`config.mk`:
```
export PLATFORM = sky130hd
export DESIGN_NAME = uart_num_sender
export DESIGN_NICKNAME = d
export VERILOG_FILES = /design/src/rtl/uart_num_sender.sv
export SDC_FILE = /design/constraint.sdc
export NUM_CORES = 1
export LEC_CHECK = 0
export CORE_MARGIN = 8
export CORE_UTILIZATION = 54
export CTS_CLUSTER_SIZE = 30
export DETAILED_ROUTE_END_ITERATION = 10
export PLACE_DENSITY = 0.77
export SLEW_MARGIN = 20
export SYNTH_ARGS = -nofsm -noshare
export SYNTH_HDL_FRONTEND = slang
export SYNTH_SLANG_ARGS = --single-unit
```
`constraint.sdc`:
```
create_clock -name clk -period 8.6 [get_ports clk]
set_input_delay 1.29 -clock clk [delete_from_list [all_inputs] [get_ports clk]]
set_output_delay 1.29 -clock clk [all_outputs]
set_load 0.005 [all_outputs]
```
`src/rtl/uart_num_sender.sv`:
```
// uart_num_sender
//   Prints a latched binary word as ASCII (hex or decimal, most-significant digit first) into
//   the UART TX FIFO, one byte per push, with optional leading-zero suppression and an
//   optional CR/LF terminator.
//
// Ports
//   clk           system clock
//   rst           synchronous reset, active-high
//   i_start       one-cycle start pulse; accepted only when idle
//   i_data        value to print, latched on an accepted start
//   i_dec         radix, 1=decimal 0=hex, latched with i_data
//   i_lzs         1=suppress leading zeros, latched with i_data
//   tx_full       TX FIFO full; stalls the byte stream
//   tx_push       push strobe, one byte per asserted cycle
//   tx_push_data  ASCII byte, valid while tx_push=1
//   o_busy        high while a transfer is in progress (including the done cycle)
//   o_done        one-cycle pulse after the last byte has been pushed
module uart_num_sender #(
    parameter int unsigned DATA_W  = 16,
    parameter int unsigned DEC_DIG = 5,
    parameter bit          TERM_EN = 1'b1
) (
    input  logic              clk,
    input  logic              rst,
    input  logic              i_start,
    input  logic [DATA_W-1:0] i_data,
    input  logic              i_dec,
    input  logic              i_lzs,
    input  logic              tx_full,
    output logic              tx_push,
    output logic [7:0]        tx_push_data,
    output logic              o_busy,
    output logic              o_done
);

    localparam int unsigned HEX_DIG = (DATA_W + 3) / 4;
    localparam int unsigned MAX_DIG = (HEX_DIG > DEC_DIG) ? HEX_DIG : DEC_DIG;
    localparam int unsigned DIG_W   = 4 * MAX_DIG;
    localparam int unsigned IDX_W   = $clog2(MAX_DIG);
    localparam int unsigned CNT_W   = (DATA_W > 1) ? $clog2(DATA_W) : 1;

    typedef enum logic [2:0] {StIdle, StConv, StSend, StTerm, StDone} state_e;

    state_e state_q, state_d;

    // dig_q holds either hex nibbles or BCD digits; digit i sits in bits [4i+3:4i].
    logic [DIG_W-1:0]  dig_q, dig_d;
    logic [DATA_W-1:0] bin_q, bin_d;
    logic [CNT_W-1:0]  cnt_q, cnt_d;
    logic [IDX_W-1:0]  idx_q, idx_d;
    logic              lzs_q, lzs_d;
    logic              seen_q, seen_d;
    logic              term_q, term_d;

    logic [3:0]       cur_dig;
    logic [DIG_W-1:0] dig_adj;
    logic             suppress;
    logic             advance;
    logic             last_dig;
    logic             conv_last;

    // ------------------------------------------------------------------
    // Shared decode
    // ------------------------------------------------------------------
    assign cur_dig   = dig_q[{idx_q, 2'b00} +: 4];
    assign last_dig  = (idx_q == '0);
    assign conv_last = (cnt_q == CNT_W'(DATA_W - 1));
    // Digit 0 is never skipped so a zero value still prints one character.
    assign suppress  = (state_q == StSend) && lzs_q && !seen_q && (cur_dig == 4'd0) && !last_dig;
    // A suppressed digit does not touch the FIFO, so it advances regardless of tx_full.
    assign advance   = tx_push || suppress;

    // Double-dabble correction: +3 on every BCD nibble >= 5 before the shift.
    always_comb begin
        dig_adj = dig_q;
        for (int i = 0; i < int'(MAX_DIG); i++) begin
            if (dig_q[4*i +: 4] >= 4'd5) begin
                dig_adj[4*i +: 4] = dig_q[4*i +: 4] + 4'd3;
            end
        end
    end

    // ------------------------------------------------------------------
    // FSM: state register
    // ------------------------------------------------------------------
    always_ff @(posedge clk) begin
        if (rst) begin
            state_q <= StIdle;
        end else begin
            state_q <= state_d;
        end
    end

    // ------------------------------------------------------------------
    // FSM: next state
    // ------------------------------------------------------------------
    always_comb begin
        state_d = state_q;
        unique case (state_q)
            StIdle: if (i_start) state_d = i_dec ? StConv : StSend;
            StConv: if (conv_last) state_d = StSend;
            StSend: if (advance && last_dig) state_d = TERM_EN ? StTerm : StDone;
            StTerm: if (tx_push && term_q) state_d = StDone;
            StDone: state_d = StIdle;
            default: state_d = StIdle;
        endcase
    end

    // ------------------------------------------------------------------
    // FSM: outputs
    // ------------------------------------------------------------------
    always_comb begin
        tx_push      = 1'b0;
        tx_push_data = 8'h00;
        o_busy       = (state_q != StIdle);
        o_done       = 1'b0;
        unique case (state_q)
            StSend: begin
                tx_push      = !tx_full && !suppress;
                tx_push_data = (cur_dig <= 4'd9) ? (8'h30 + {4'h0, cur_dig})
                                                 : (8'h37 + {4'h0, cur_dig});
            end
            StTerm: begin
                tx_push      = !tx_full;
                tx_push_data = term_q ? 8'h0A : 8'h0D;
            end
            StDone: o_done = 1'b1;
            default: ;
        endcase
    end

    // ------------------------------------------------------------------
    // Datapath next state
    // ------------------------------------------------------------------
    always_comb begin
        dig_d  = dig_q;
        bin_d  = bin_q;
        cnt_d  = cnt_q;
        idx_d  = idx_q;
        lzs_d  = lzs_q;
        seen_d = seen_q;
        term_d = term_q;
        unique case (state_q)
            StIdle: begin
                if (i_start) begin
                    lzs_d  = i_lzs;
                    seen_d = 1'b0;
                    term_d = 1'b0;
                    cnt_d  = '0;
                    if (i_dec) begin
                        dig_d = '0;
                        bin_d = i_data;
                    end else begin
                        dig_d = DIG_W'(i_data);
                        bin_d = '0;
                        idx_d = IDX_W'(HEX_DIG - 1);
                    end
                end
            end
            StConv: begin
                dig_d = (dig_adj << 1) | DIG_W'(bin_q[DATA_W-1]);
                bin_d = bin_q << 1;
                cnt_d = cnt_q + CNT_W'(1);
                if (conv_last) idx_d = IDX_W'(DEC_DIG - 1);
            end
            StSend: begin
                if (advance) begin
                    if (cur_dig != 4'd0) seen_d = 1'b1;
                    if (!last_dig) idx_d = idx_q - IDX_W'(1);
                end
            end
            StTerm: if (tx_push) term_d = 1'b1;
            default: ;
        endcase
    end

    always_ff @(posedge clk) begin
        if (rst) begin
            dig_q  <= '0;
            bin_q  <= '0;
            cnt_q  <= '0;
            idx_q  <= '0;
            lzs_q  <= 1'b0;
            seen_q <= 1'b0;
            term_q <= 1'b0;
        end else begin
            dig_q  <= dig_d;
            bin_q  <= bin_d;
            cnt_q  <= cnt_d;
            idx_q  <= idx_d;
            lzs_q  <= lzs_d;
            seen_q <= seen_d;
            term_q <= term_d;
        end
    end

endmodule

```
==> summary.md <==
| Metric | Value |
|---|---|
| Outcome | finished clean |
| Max Clock Skew | 12.5 ps |
| Share of layout cells above drive strength 1 | 0.0760 |
| Fin crit period | 4900 ps |
| Drt pass-1 iters | 4 |
| Power density cells | 312 nW/um2 |
| Final Hold Fails | 0 |
| Post-synth top area share | 0.311 |
| RSZ-0062 raised after global routing | no |
| Initial antenna violation count | 0 |
| Met3 WL post-DR | 382 um |
| Number of enable flip-flop cells after synthesis | 0 |
| Routed len/inst | 15.6 um |
| Grt ovf | 0 |
| NumNets Final | 445 |
| Cts bufs inserted | 5 |
| Starting DRT DRC Count | 161 |
| Async set-reset flop share out of synthesis | 0 |
| Switching power total | 495 uW |
| Cell with the most instances after synthesis | dfxtp_1 |
| Clk_lat worst skew | 310 ps |
| Setup_tns | 0 ps |
| Final antenna-violating net count | 0 |
| Syn_nets | 434 |
| CTS tree | built |
| Crit path capture type | output pin |
| Hold Path Class | reg2reg |
| Clock share of power | 0.138 |
| PostCTS Resize Cnt | 0 |
| FF/Latch Area | 981 um2 |
| Sequential Power Share | 0.344 |
| WL met2 | 3500 um |
| Max FO, Critical Path | 9 |
| Top Metal Used | met4 |
| Top area cells in the synthesized netlist | dfxtp_1 (31%), a211oi_1 (6.4%), ha_1 (6.3%) |
| Yosys warning count | 0 |
| Critical Path RT | 7310 ps |
| Root buffer cell | clkbuf_8 |
| Global-route wire length before repair | 12800 um |
| Die Wd | 92.4 um |
| Max-slew headroom | 0.354 |
| WHS | 463 ps |
| CTS Hold Bufs | 0 |
| Synth Register Bits | 49 |
| Switching share of power | 0.448 |
| Gr usage total | 0.178 |
| Largest net degree at the start of global routing | 53 |
| Cell Area, Synth | 3150 um2 |
| RD Place Congestion | 0.849 |
| Die ar. | 8540 um2 |
| Core area | 5780 um2 |
| Postcts setup bufs | 0 |
| Sequential area share after synthesis | 0.311 |
| Area of the multi-input gates | 1970 um2 |
| Detailed Route WL | 7550 um |
| Area Overhead vs Synth | 12.3% |
| Crit path DAT | 3610 ps |
| Ys flop type | dfxtp_1 |
| Endpoints failing setup | 0 |
| Number of global-route vias before repair | 2673 |
| PortBufs | 31 |
| Max frequency | 204 MHz |
| Clock Tree Buf Depth | 2 |
| Peak VDD IR | 0.227 mV |
| DRC viols | 0 |
| Final Max Tran Viols | 0 |
| Worst setup path category | reg2out |
| I/O pins | 33 |
| Int Power | 609 uW |
| Mapped Cells | 396 |
| Max-Cap Viols | 0 |
| CP Launch Type | register |
| Period utilization | 0.570 |
| Worst-Margin Slew | 969 ps |
| Clock-pin slew of the registers on the worst-case setup and hold paths | 100 ps |
| Synth area leader | dfxtp_1 |
| Routed vias/inst | 6.05 |
| Post-Route M1 WL | 3520 um |
| Fillers | 525 |
| Cell variety after synth | 54 |
| CTS HTree Levels | 2 |
| Synth top cells by count | dfxtp_1 (49), nor2_1 (45), nand2_1 (32) |
| Number of inserted diodes | 0 |
| CTS Sinks | 49 |
| HPWL after DPL | 5120 um |
| Starting Density | 0.545 |
| Rows | 28 |
| Logic gate share of total power | 0.518 |
| Leak | 1.25 nW |
| Die height | 92.4 um |
| Avg Cell Area, Syn | 7.96 um2 |
| Vias | 2923 |
[power by group through the flow]
| stage | Clock (mW) | Sequential [mW] | Combinational (mW) |
|---|---|---|---|
| 2_1_floorplan | 0 | 0.335 | 0.478 |
| 3_3_place_gp | 0 | 0.382 | 0.558 |
| 3_5_place_dp | 0 | 0.385 | 0.568 |
| 4_1_cts | 0.155 | 0.379 | 0.571 |
| 5_1_grt | 0.163 | 0.393 | 0.646 |
| 6_report | 0.152 | 0.380 | 0.572 |
[critical path, cell delays in order, from the launching register on]
cell and delay (ps):
dfxtp_1 590, mux4_2 550, and2_4 180, a31oi_4 200, inv_1 70, ha_1 180, or2_2 280, a32oi_1 380
nand2b_1 170, nand2_1 50, a21oi_1 130, clkdlybuf4s50_1 520
[metal layers]
layer / vias to the layer above / GRT usage
li1: 1455 / -
met1: 1387 / 0.224
met2: 68 / 0.287
met3: 13 / 0.0405
met4: 0 / 0.0698
met5: - / 0
[final cells by class]
class / instances / share of cell area
Multi-Input combinational cell: 301 / 0.557
Clock buffer: 7 / 0.0272
Timing Repair Buffer: 35 / 0.0947
Clock inverter: 1 / 0.00141
Inverter: 15 / 0.0159
Tap cell: 75 / 0.0265
Sequential cell: 49 / 0.277
[state kept, by name, indices dropped and copies added (netlist names)]
signal / flops
dig_q: 20
bin_q: 16
cnt_q: 4
idx_q: 3
state_q: 3
lzs_q: 1
seen_q: 1
term_q: 1
[through the flow]
step | setup WS (ps) | utilization | total power [mW] | std cells | area [um2]
2_1_floorplan | 4870 | - | 0.812 | 396 | 3150
3_3_place_gp | 4110 | 0.595 | 0.940 | 475 | 3440
3_5_place_dp | 4050 | 0.595 | 0.953 | 475 | 3440
4_1_cts | 3690 | 0.613 | 1.11 | 483 | 3540
5_1_grt | 3410 | 0.613 | 1.20 | 483 | 3540
6_report | 3700 | 0.613 | 1.10 | 483 | 3540
[logic make-up after synthesis]
group,Yosys count,share of synthesized area
buffers and inverters,46,0.0647
AO/OA/AOI/OAI,104,0.242
adder cells (fa/ha/maj),16,0.0635
multiplexers,7,0.0341
flip-flops,49,0.311
other,1,0.00119
XOR/XNOR,6,0.0167
AND/OR/NAND/NOR,167,0.267
[cells in the final DEF, fill, tap and decap left out, types with 16 or more instances in the layout]
master / count
ha_1: 16
nor2_1: 45
dfxtp_1: 49
a21oi_1: 25
a311oi_1: 16
a211oi_1: 27
clkdlybuf4s50_1: 30
nand3_1: 29
nand2_1: 32
[path summary, 6_finish.rpt]
check | from | endpoint | depth (start not counted) | slack [ps]
setup / recovery | idx_q[0]$_SDFFE_PP0P_ | tx_push_data[1] | 11 | 3700
hold / removal | lzs_q$_SDFFE_PP0P_ | lzs_q$_SDFFE_PP0P_ | 2 | 460
hold reg to reg | lzs_q$_SDFFE_PP0P_ | lzs_q$_SDFFE_PP0P_ | 2 | 460
setup reg to reg | idx_q[0]$_SDFFE_PP0P_ | idx_q[2]$_SDFFE_PP0P_ | 8 | 5890
(Power assumes the default switching activity.)
